===== src/rtl/arm_enc_pkg.sv =====
// arm_enc_pkg: shared kinds, ALU command codes, FSM states and error codes for instr_encoder
package arm_enc_pkg;
  typedef enum logic [2:0] {K_DP_IMM, K_DP_REG, K_LDR, K_STR, K_B, K_BL} kind_t;
  typedef enum logic [2:0] {S_IDLE, S_ENC, S_WR, S_ERR, S_FULL} state_t;
  localparam logic [3:0] CMD_ADD = 4'b0100;
  localparam logic [3:0] CMD_SUB = 4'b0010;
  localparam logic [3:0] CMD_AND = 4'b0000;
  localparam logic [3:0] CMD_ORR = 4'b1100;
  localparam logic [3:0] COND_AL = 4'hE;
  localparam logic [1:0] ERR_NONE = 2'b00;
  localparam logic [1:0] ERR_ILLEGAL = 2'b01;
  localparam logic [1:0] ERR_BRANCH = 2'b10;
endpackage


===== src/rtl/instr_word_pack.sv =====
// instr_word_pack: packs registered fields at addr into a 32-bit ARM word; flags illegal kind/cmd and bad branch offsets
module instr_word_pack
  import arm_enc_pkg::*;
(
  input  logic [2:0]  kind,
  input  logic [3:0]  cmd,
  input  logic        s,
  input  logic [3:0]  cond,
  input  logic [3:0]  rd,
  input  logic [3:0]  rn,
  input  logic [3:0]  rm,
  input  logic [11:0] imm12,
  input  logic [31:0] target,
  input  logic [31:0] addr,
  output logic [31:0] word,
  output logic        illegal,
  output logic        br_bad
);
  logic [31:0] off;
  logic is_dp, is_mem, is_br, is_imm, cmd_ok;
  assign off = target - (addr + 32'd8);
  assign is_imm = kind == K_DP_IMM;
  assign is_dp = is_imm || kind == K_DP_REG;
  assign is_mem = kind == K_LDR || kind == K_STR;
  assign is_br = kind == K_B || kind == K_BL;
  assign cmd_ok = cmd inside {CMD_ADD, CMD_SUB, CMD_AND, CMD_ORR};
  assign illegal = kind > K_BL || (is_dp && !cmd_ok);
  assign br_bad = is_br && ((|off[1:0]) || !((&off[31:25]) || !(|off[31:25])));
  assign word = is_dp ? {cond, 2'b00, is_imm, cmd, s, rn, rd, is_imm ? imm12 : {8'h0, rm}} :
                is_mem ? {cond, 2'b01, 5'b01100, kind == K_LDR, rn, rd, imm12} :
                {cond, 3'b101, kind == K_BL, off[25:2]};
endmodule


===== src/rtl/instr_encoder.sv =====
// instr_encoder: accepts instruction fields via in_valid/in_ready, encodes them and writes words to imem (mem_*), tracking count/full/err
module instr_encoder
  import arm_enc_pkg::*;
#(
  parameter logic [31:0] BASE_ADDR = 32'h0,
  parameter int          DEPTH = 64
) (
  input  logic                       clk,
  input  logic                       reset,
  input  logic                       start,
  input  logic                       in_valid,
  output logic                       in_ready,
  input  logic [2:0]                 in_kind,
  input  logic [3:0]                 in_cmd,
  input  logic                       in_s,
  input  logic [3:0]                 in_cond,
  input  logic [3:0]                 in_rd,
  input  logic [3:0]                 in_rn,
  input  logic [3:0]                 in_rm,
  input  logic [11:0]                in_imm12,
  input  logic [31:0]                in_target,
  output logic                       mem_we,
  output logic [31:0]                mem_addr,
  output logic [31:0]                mem_wdata,
  output logic [$clog2(DEPTH+1)-1:0] count,
  output logic                       full,
  output logic                       err,
  output logic [1:0]                 err_code
);
  localparam int CW = $clog2(DEPTH + 1);
  localparam logic [CW-1:0] DEPTH_C = CW'(DEPTH);
  state_t state;
  logic [2:0] kind;
  logic [3:0] cmd, cond, rd, rn, rm;
  logic s, illegal, br_bad;
  logic [11:0] imm12;
  logic [31:0] target, addr, word;
  instr_word_pack u_pack (
    .kind(kind), .cmd(cmd), .s(s), .cond(cond), .rd(rd), .rn(rn), .rm(rm),
    .imm12(imm12), .target(target), .addr(addr),
    .word(word), .illegal(illegal), .br_bad(br_bad)
  );
  assign in_ready = state == S_IDLE && !reset;
  // start/reset in the write cycle abort the word before the memory sees it
  assign mem_we = state == S_WR && !reset && !start;
  assign mem_addr = addr;
  assign full = count == DEPTH_C;
  always_ff @(posedge clk) begin
    if (reset || start) begin
      state <= S_IDLE;
      addr <= BASE_ADDR;
      count <= '0;
      err <= 1'b0;
      err_code <= ERR_NONE;
      if (reset) mem_wdata <= '0;
    end else begin
      case (state)
        S_IDLE: if (in_valid) begin
          kind <= in_kind;
          cmd <= in_cmd;
          s <= in_s;
          cond <= in_cond;
          rd <= in_rd;
          rn <= in_rn;
          rm <= in_rm;
          imm12 <= in_imm12;
          target <= in_target;
          state <= S_ENC;
        end
        S_ENC: if (illegal || br_bad) begin
          err <= 1'b1;
          err_code <= illegal ? ERR_ILLEGAL : ERR_BRANCH;
          state <= S_ERR;
        end else begin
          mem_wdata <= word;
          state <= S_WR;
        end
        S_WR: begin
          addr <= addr + 32'd4;
          count <= full ? count : count + CW'(1);
          state <= count + CW'(1) == DEPTH_C ? S_FULL : S_IDLE;
        end
        default: ;
      endcase
    end
  end
endmodule

===== config.mk =====
export PLATFORM = sky130hd
export DESIGN_NAME = instr_encoder
export DESIGN_NICKNAME = d
export VERILOG_FILES = /design/src/rtl/arm_enc_pkg.sv /design/src/rtl/instr_word_pack.sv /design/src/rtl/instr_encoder.sv
export SDC_FILE = /design/constraint.sdc
export NUM_CORES = 1
export LEC_CHECK = 0
export ABC_CLOCK_PERIOD_IN_PS = 6900
export BUFFER_PORTS_ARGS = -buffer_cell sky130_fd_sc_hd__buf_2
export CAP_MARGIN = 0
export CORE_MARGIN = 8
export CORE_UTILIZATION = 51
export CTS_CLUSTER_DIAMETER = 100
export DETAILED_ROUTE_END_ITERATION = 8
export PLACE_DENSITY = 0.77
export SLEW_MARGIN = 10
export SYNTH_ARGS = -nofsm -noshare
export SYNTH_HDL_FRONTEND = slang
export SYNTH_HIERARCHICAL = 1
export SYNTH_SLANG_ARGS = --single-unit

===== constraint.sdc =====
create_clock -name clk -period 6.9 [get_ports clk]
set_clock_uncertainty 0.15 [all_clocks]
set_input_delay 0.345 -clock clk [delete_from_list [all_inputs] [get_ports clk]]
set_output_delay 0.345 -clock clk [all_outputs]
set_load 0.03 [all_outputs]

# == Word level (Yosys, flattened, before mapping) ==
# Cells that the tools add are included.
# word_totals
ff_bits,145
latch_bits,0
ramBits,0
mem_bits_ro,0
inputBits,72
out_inout_bits,77
elab_cells,81
mem_count,0
# classes
addsub,4
n_mul,0
div,0
n_lt_le_gt_ge,1
n_eq_ne,15
shifts,0
n_mux,12
bitwise_logic,2
n_reduce_logical,32
# ops
operator,n
two-way mux 32 bit,4
two-way mux 28 bit,2
"adder 32 x 3 -> 32 bit, second input constant",1
"adder 32 x 4 -> 32 bit, second input constant",1
subtractor 32 bit,1
"equality test 7 bit, second input constant",2
two-way mux 12 bit,1
"equality test 3 x 2 -> 1 bit, second input constant",3
one-hot mux 3 bit (3 select lines),1
logical OR 1 bit,8
"adder 7 x 1 -> 7 bit, second input constant",1
AND reduction 7 bit,1
OR reduction 7 bit,1
"equality test 3 x 1 -> 1 bit, second input constant",2
"equality test 3 bit, second input constant",2
zero test 3 bit,2
two-way mux 3 bit,2
"!= test 2 bit, second input constant",3
AND reduction 2 bit,3
AND reduction 3 bit,2
logical AND 1 bit,5
zero test 1 bit,5
"equality test 4 x 2 -> 1 bit, second input constant",1
"equality test 4 x 3 -> 1 bit, second input constant",1
10 further kinds,11

# == Depth between registers and ports, before layout ==
# depth
ltp_word,12
depth_mapped,19
ltp_nobuf,19

# == By module ==
# The synthesis kept the hierarchy.
# modules_own_cells
module,n_inst,cells_per_inst,area_per_inst_um2,seq_area_each_um2
instr_encoder,1,375,5291.3,3863.7
instr_word_pack,1,435,2896.5,0.0

# == Worst setup path after synthesis ==
# OpenSTA, ideal clock, no wires.
# synth_timing
path_kind,register -> register
start,register addr[2] (netlist: mem_addr[2])
end,"register mem_wdata[0], enable pin"
arrival_ns,6.770
path_slack_ns,-0.532
stages_incl_launch_ff,15
period_less_slack_ns,7.432
path_cell_list,dfxtp_1 inv_1 ha_1 fa_1 a211oi_1 nor2_1 o21a_2 a21oi_4 o21ai_1 a211oi_2 xnor2_1 or4_4 nor4_4 a2111oi_2 o41ai_1
# synth_between
elab_chain_cells,11
elab_cells_between_ends,12
classes_between,add/sub: 2; eq/ne: 1; reduce/logical: 9
# synth_rtl
item,line,source
start: declaration,instr_encoder.sv:37,"logic [31:0] target, addr, word;"
start signal: assignment,instr_encoder.sv:79,addr <= addr + 32'd4;
adder 32 x 4 -> 32 bit *,instr_word_pack.sv:21,assign off = target - (addr + 32'd8);
subtractor 32 bit *,instr_word_pack.sv:21,
OR reduction 7 bit,instr_word_pack.sv:28,assign br_bad = is_br && ((|off[1:0]) || !((&off[31:25]) || !(|off[31:25])));
zero test 1 bit,instr_word_pack.sv:28,
logical OR 1 bit *,instr_word_pack.sv:28,
zero test 1 bit *,instr_word_pack.sv:28,
logical OR 1 bit *,instr_word_pack.sv:28,
logical AND 1 bit *,instr_word_pack.sv:28,
via br_bad,instr_encoder.sv:35,"logic s, illegal, br_bad;"
logical OR 1 bit *,instr_encoder.sv:70,S_ENC: if (illegal || br_bad) begin
!= test 2 bit (no source line) *,-,
AND reduction 3 bit (no source line) *,-,
end signal: assignment,instr_encoder.sv:75,mem_wdata <= word;
end: declaration,instr_encoder.sv:24,"output logic [31:0] mem_wdata,"
# Mark *: on every way through the listed nets, which the timed path passes. The rest lies on a longest branch.
# A chain may end at the register's enable or synchronous reset.

# == Worst setup path in the final report ==
# layout_timing
start,register addr[2] (netlist: mem_addr[2])
end,register err_code[0]
# layout_between
elab_chain_cells,10
elab_cells_between_ends,11
classes_between,add/sub: 2; reduce/logical: 9
# layout_rtl
item,line,source
adder 32 x 4 -> 32 bit *,instr_word_pack.sv:21,
subtractor 32 bit *,instr_word_pack.sv:21,
OR reduction 7 bit,instr_word_pack.sv:28,
zero test 1 bit,instr_word_pack.sv:28,
logical OR 1 bit *,instr_word_pack.sv:28,
zero test 1 bit *,instr_word_pack.sv:28,
logical OR 1 bit *,instr_word_pack.sv:28,
logical AND 1 bit *,instr_word_pack.sv:28,
via br_bad,instr_encoder.sv:35,
logical OR 1 bit *,instr_encoder.sv:70,
AND reduction 2 bit (no source line) *,-,
end signal: assignment,instr_encoder.sv:72,err_code <= illegal ? ERR_ILLEGAL : ERR_BRANCH;
end: declaration,instr_encoder.sv:28,output logic [1:0] err_code
# Marks and branches as above.

==> metrics.cfg <==
[clock_network]
worstSkewPairLatency_ps = 430
cts_num_sinks = 143
cts_root_buffer = clkbuf_16
cts-buffers-inserted = 17
htree_levels = 4
path_clk_slew_ps = 60
cts_tree = yes
cts.path.max_buffers = 2
cts.repair.resized = 0

[synth]
syn_area_um2 = 8190
yosys_warnings = 6
synth-async-reset-ratio_pct = 0
synth-main-ff-cell = edfxtp_1
synth-edff-count = 100
yosysTopAreaCell = edfxtp_1
yosys-top-cells-area = edfxtp_1 (37%), dfxtp_1 (11%), ha_1 (9.9%)
syn_inst = 810
synth_top_area_share_pct = 36.7
synth_area_per_cell_um2 = 10.1
ys_ff_latch = 143
seq_area_frac_synth_pct = 47.2
yosysUniqueCellTypes = 67

[finish]
syn2layout_area_growth_pct = 27.4
final_cell_mix = buf_2 (146), inv_1 (105), edfxtp_1 (100)
layout_commonest_cell = buf_2
fin_util_pct = 66.1
nNetsFinal = 1156
drive_gt1_share_pct = 20.5

[global_routing]
grt_pass1_wl_um = 32700
grt_pass1_vias = 6471
grt_overflow = 0
track_usage_pct = 20.8
grt_max_degree = 51
antenna_found_initial = 0

[routing]
vias_per_cell = 5.24
drtAntennaViolNets = 0
wl_um = 20900
remaining_drc_errors = 0
vias = 6539
wire_per_inst_um = 16.8
drt-pass1-iter-count = 5
drtIter0Drc = 479

[timing]
clock.fmax_mhz = 207
rsz0062_at_grt = false
fin_crit_sh_pct = 70.2
final.min_clock_period_ps = 4840
tns_ps = 0
tightest_slew_ps = 863
drv_slew = 0
relSlewSlack_pct = 42.5
hold_violations = 0
setup_viol = 0

[critical_path]
reg2reg_depth = 17
arrival_ps = 4970
reg2reg_slack_ps = 2060
path_class = reg -> reg
cp_max_fo = 5
cp.required_ps = 7030
start_kind = flop
cp-end-kind = flop

[worst_hold_path]
hold_class = in -> reg
min_path_cells = 3

[power_and_ir_drop]
ir_drop_mv = 0.155
leakage_nw = 4.51
p_per_area_nw_per_um2 = 206

[placed_design]
place.detailed.hpwl_um = 14600
gp_congestion = 0.922
io_buffers = 146

[run_status]
status = finished, final reports clean

[floorplan]
die_h_um = 143
fp.dieW_um = 143
boundaryPins = 149
core_um2 = 15800
initial_core_util_pct = 51.9
row_count = 46
dieArea_um2 = 20400

[job]
drv_cap = 0

-- critical path, cell delays in order, from the launching register on --
cell       delay [ps]
dfxtp_1           400
inv_1              60
ha_1              340
ha_1              340
a211oi_1          330
o21bai_1          150
a21oi_2           280
o21ai_1           130
a21oi_2           240
o41a_1            240
o211ai_1          140
a211o_2           390
and4_1            190
a2111oi_2         650
nor2_1             90
nor2_1            290
mux2i_1           230
nor2_1             60
-- metal layers --
metal / part of all wire, % / global-route usage (%) / vias up / wire length, µm
met5: 0 / 0 / - / 0
met4: 2.5 / 8.72 / 0 / 524
li1: - / - / 3228 / -
met3: 5.6 / 4.64 / 31 / 1180
met2: 49 / 35.7 / 202 / 10300
met1: 43 / 24.5 / 3078 / 8900
-- logic make-up (layout without fill, tap and decap cells) --
| logic type | Yosys count | after routing | share of synthesized area [%] |
|---|---|---|---|
| simple gates | 245 | 245 | 16.2 |
| flops | 143 | 143 | 47.2 |
| compound gates | 140 | 140 | 11.0 |
| buf+inv | 139 | 357 | 6.89 |
| fa+ha+maj | 66 | 66 | 10.2 |
| xor+xnor | 60 | 60 | 6.42 |
| mux | 16 | 16 | 2.08 |
| other cells | 1 | 5 | 0.0458 |
-- metrics by stage --
step | worst slack, ps | instance area [µm²] | power (mW) | hold WS, ps | instances
after floorplan | 994 | 8210 | 1.08 | 294 | 813
after CTS | 2140 | 10400 | 2.16 | 84.4 | 1247
after detailed placement | 2180 | 9100 | 1.14 | 321 | 1147
after global placement | 2310 | 9100 | 1.14 | 309 | 1147
after global routing | 1790 | 10400 | 2.22 | 125 | 1247
final | 2060 | 10400 | 2.15 | 94.6 | 1248
-- registers in the layout, summed over array words and instances (netlist names), 7 cells and up --
signal,flops
count,7
imm12,12
mem_addr,30
mem_wdata,32
target,32
-- final cells by class --
class                      instances  area (µm²)
fill                            1245        5340
sequential                       143        3860
multi-input combinational        531        3790
timing repair buffer             220        1460
clock buffer                      20         468
inverter                         105         394
tap                              216         270
clock inverter                    12         179
antenna                            1        2.50
-- synth_stat cells (8+ instances only) --
cell type  number
nand2_1        49
o21ai_0        38
ha_1           65
inv_1         105
and3_1         14
nor3_1          9
dfxtp_1        43
edfxtp_1      100
a21o_1         18
a21oi_1        35
and2_1         37
clkbuf_1       21
mux2i_1         8
nor2_1         65
mux2_2          8
nand4_1        19
nand3_1        19
xnor2_1        30
xor2_1         30
-- what timing repair did --
action	CTS	global route
hold buffers	68	0
setup buffers	0	0
hold endpoints to repair	68	0
-- worst paths after layout --
| path | startpoint | to |
|---|---|---|
| hold reg to reg | err | err |
| setup reg to reg | mem_addr[2] | err_code[0] |
| hold / removal | in_valid | state[0] |
| setup / recovery | mem_addr[2] | err_code[0] |
-- power breakdown --
part / internal (mW) / switching [mW]
clock: 0.639 / 0.356
combinational: 0.0873 / 0.115
sequential: 0.945 / 0.00763
total: 1.67 / 0.479
(Power assumes the default switching activity.)
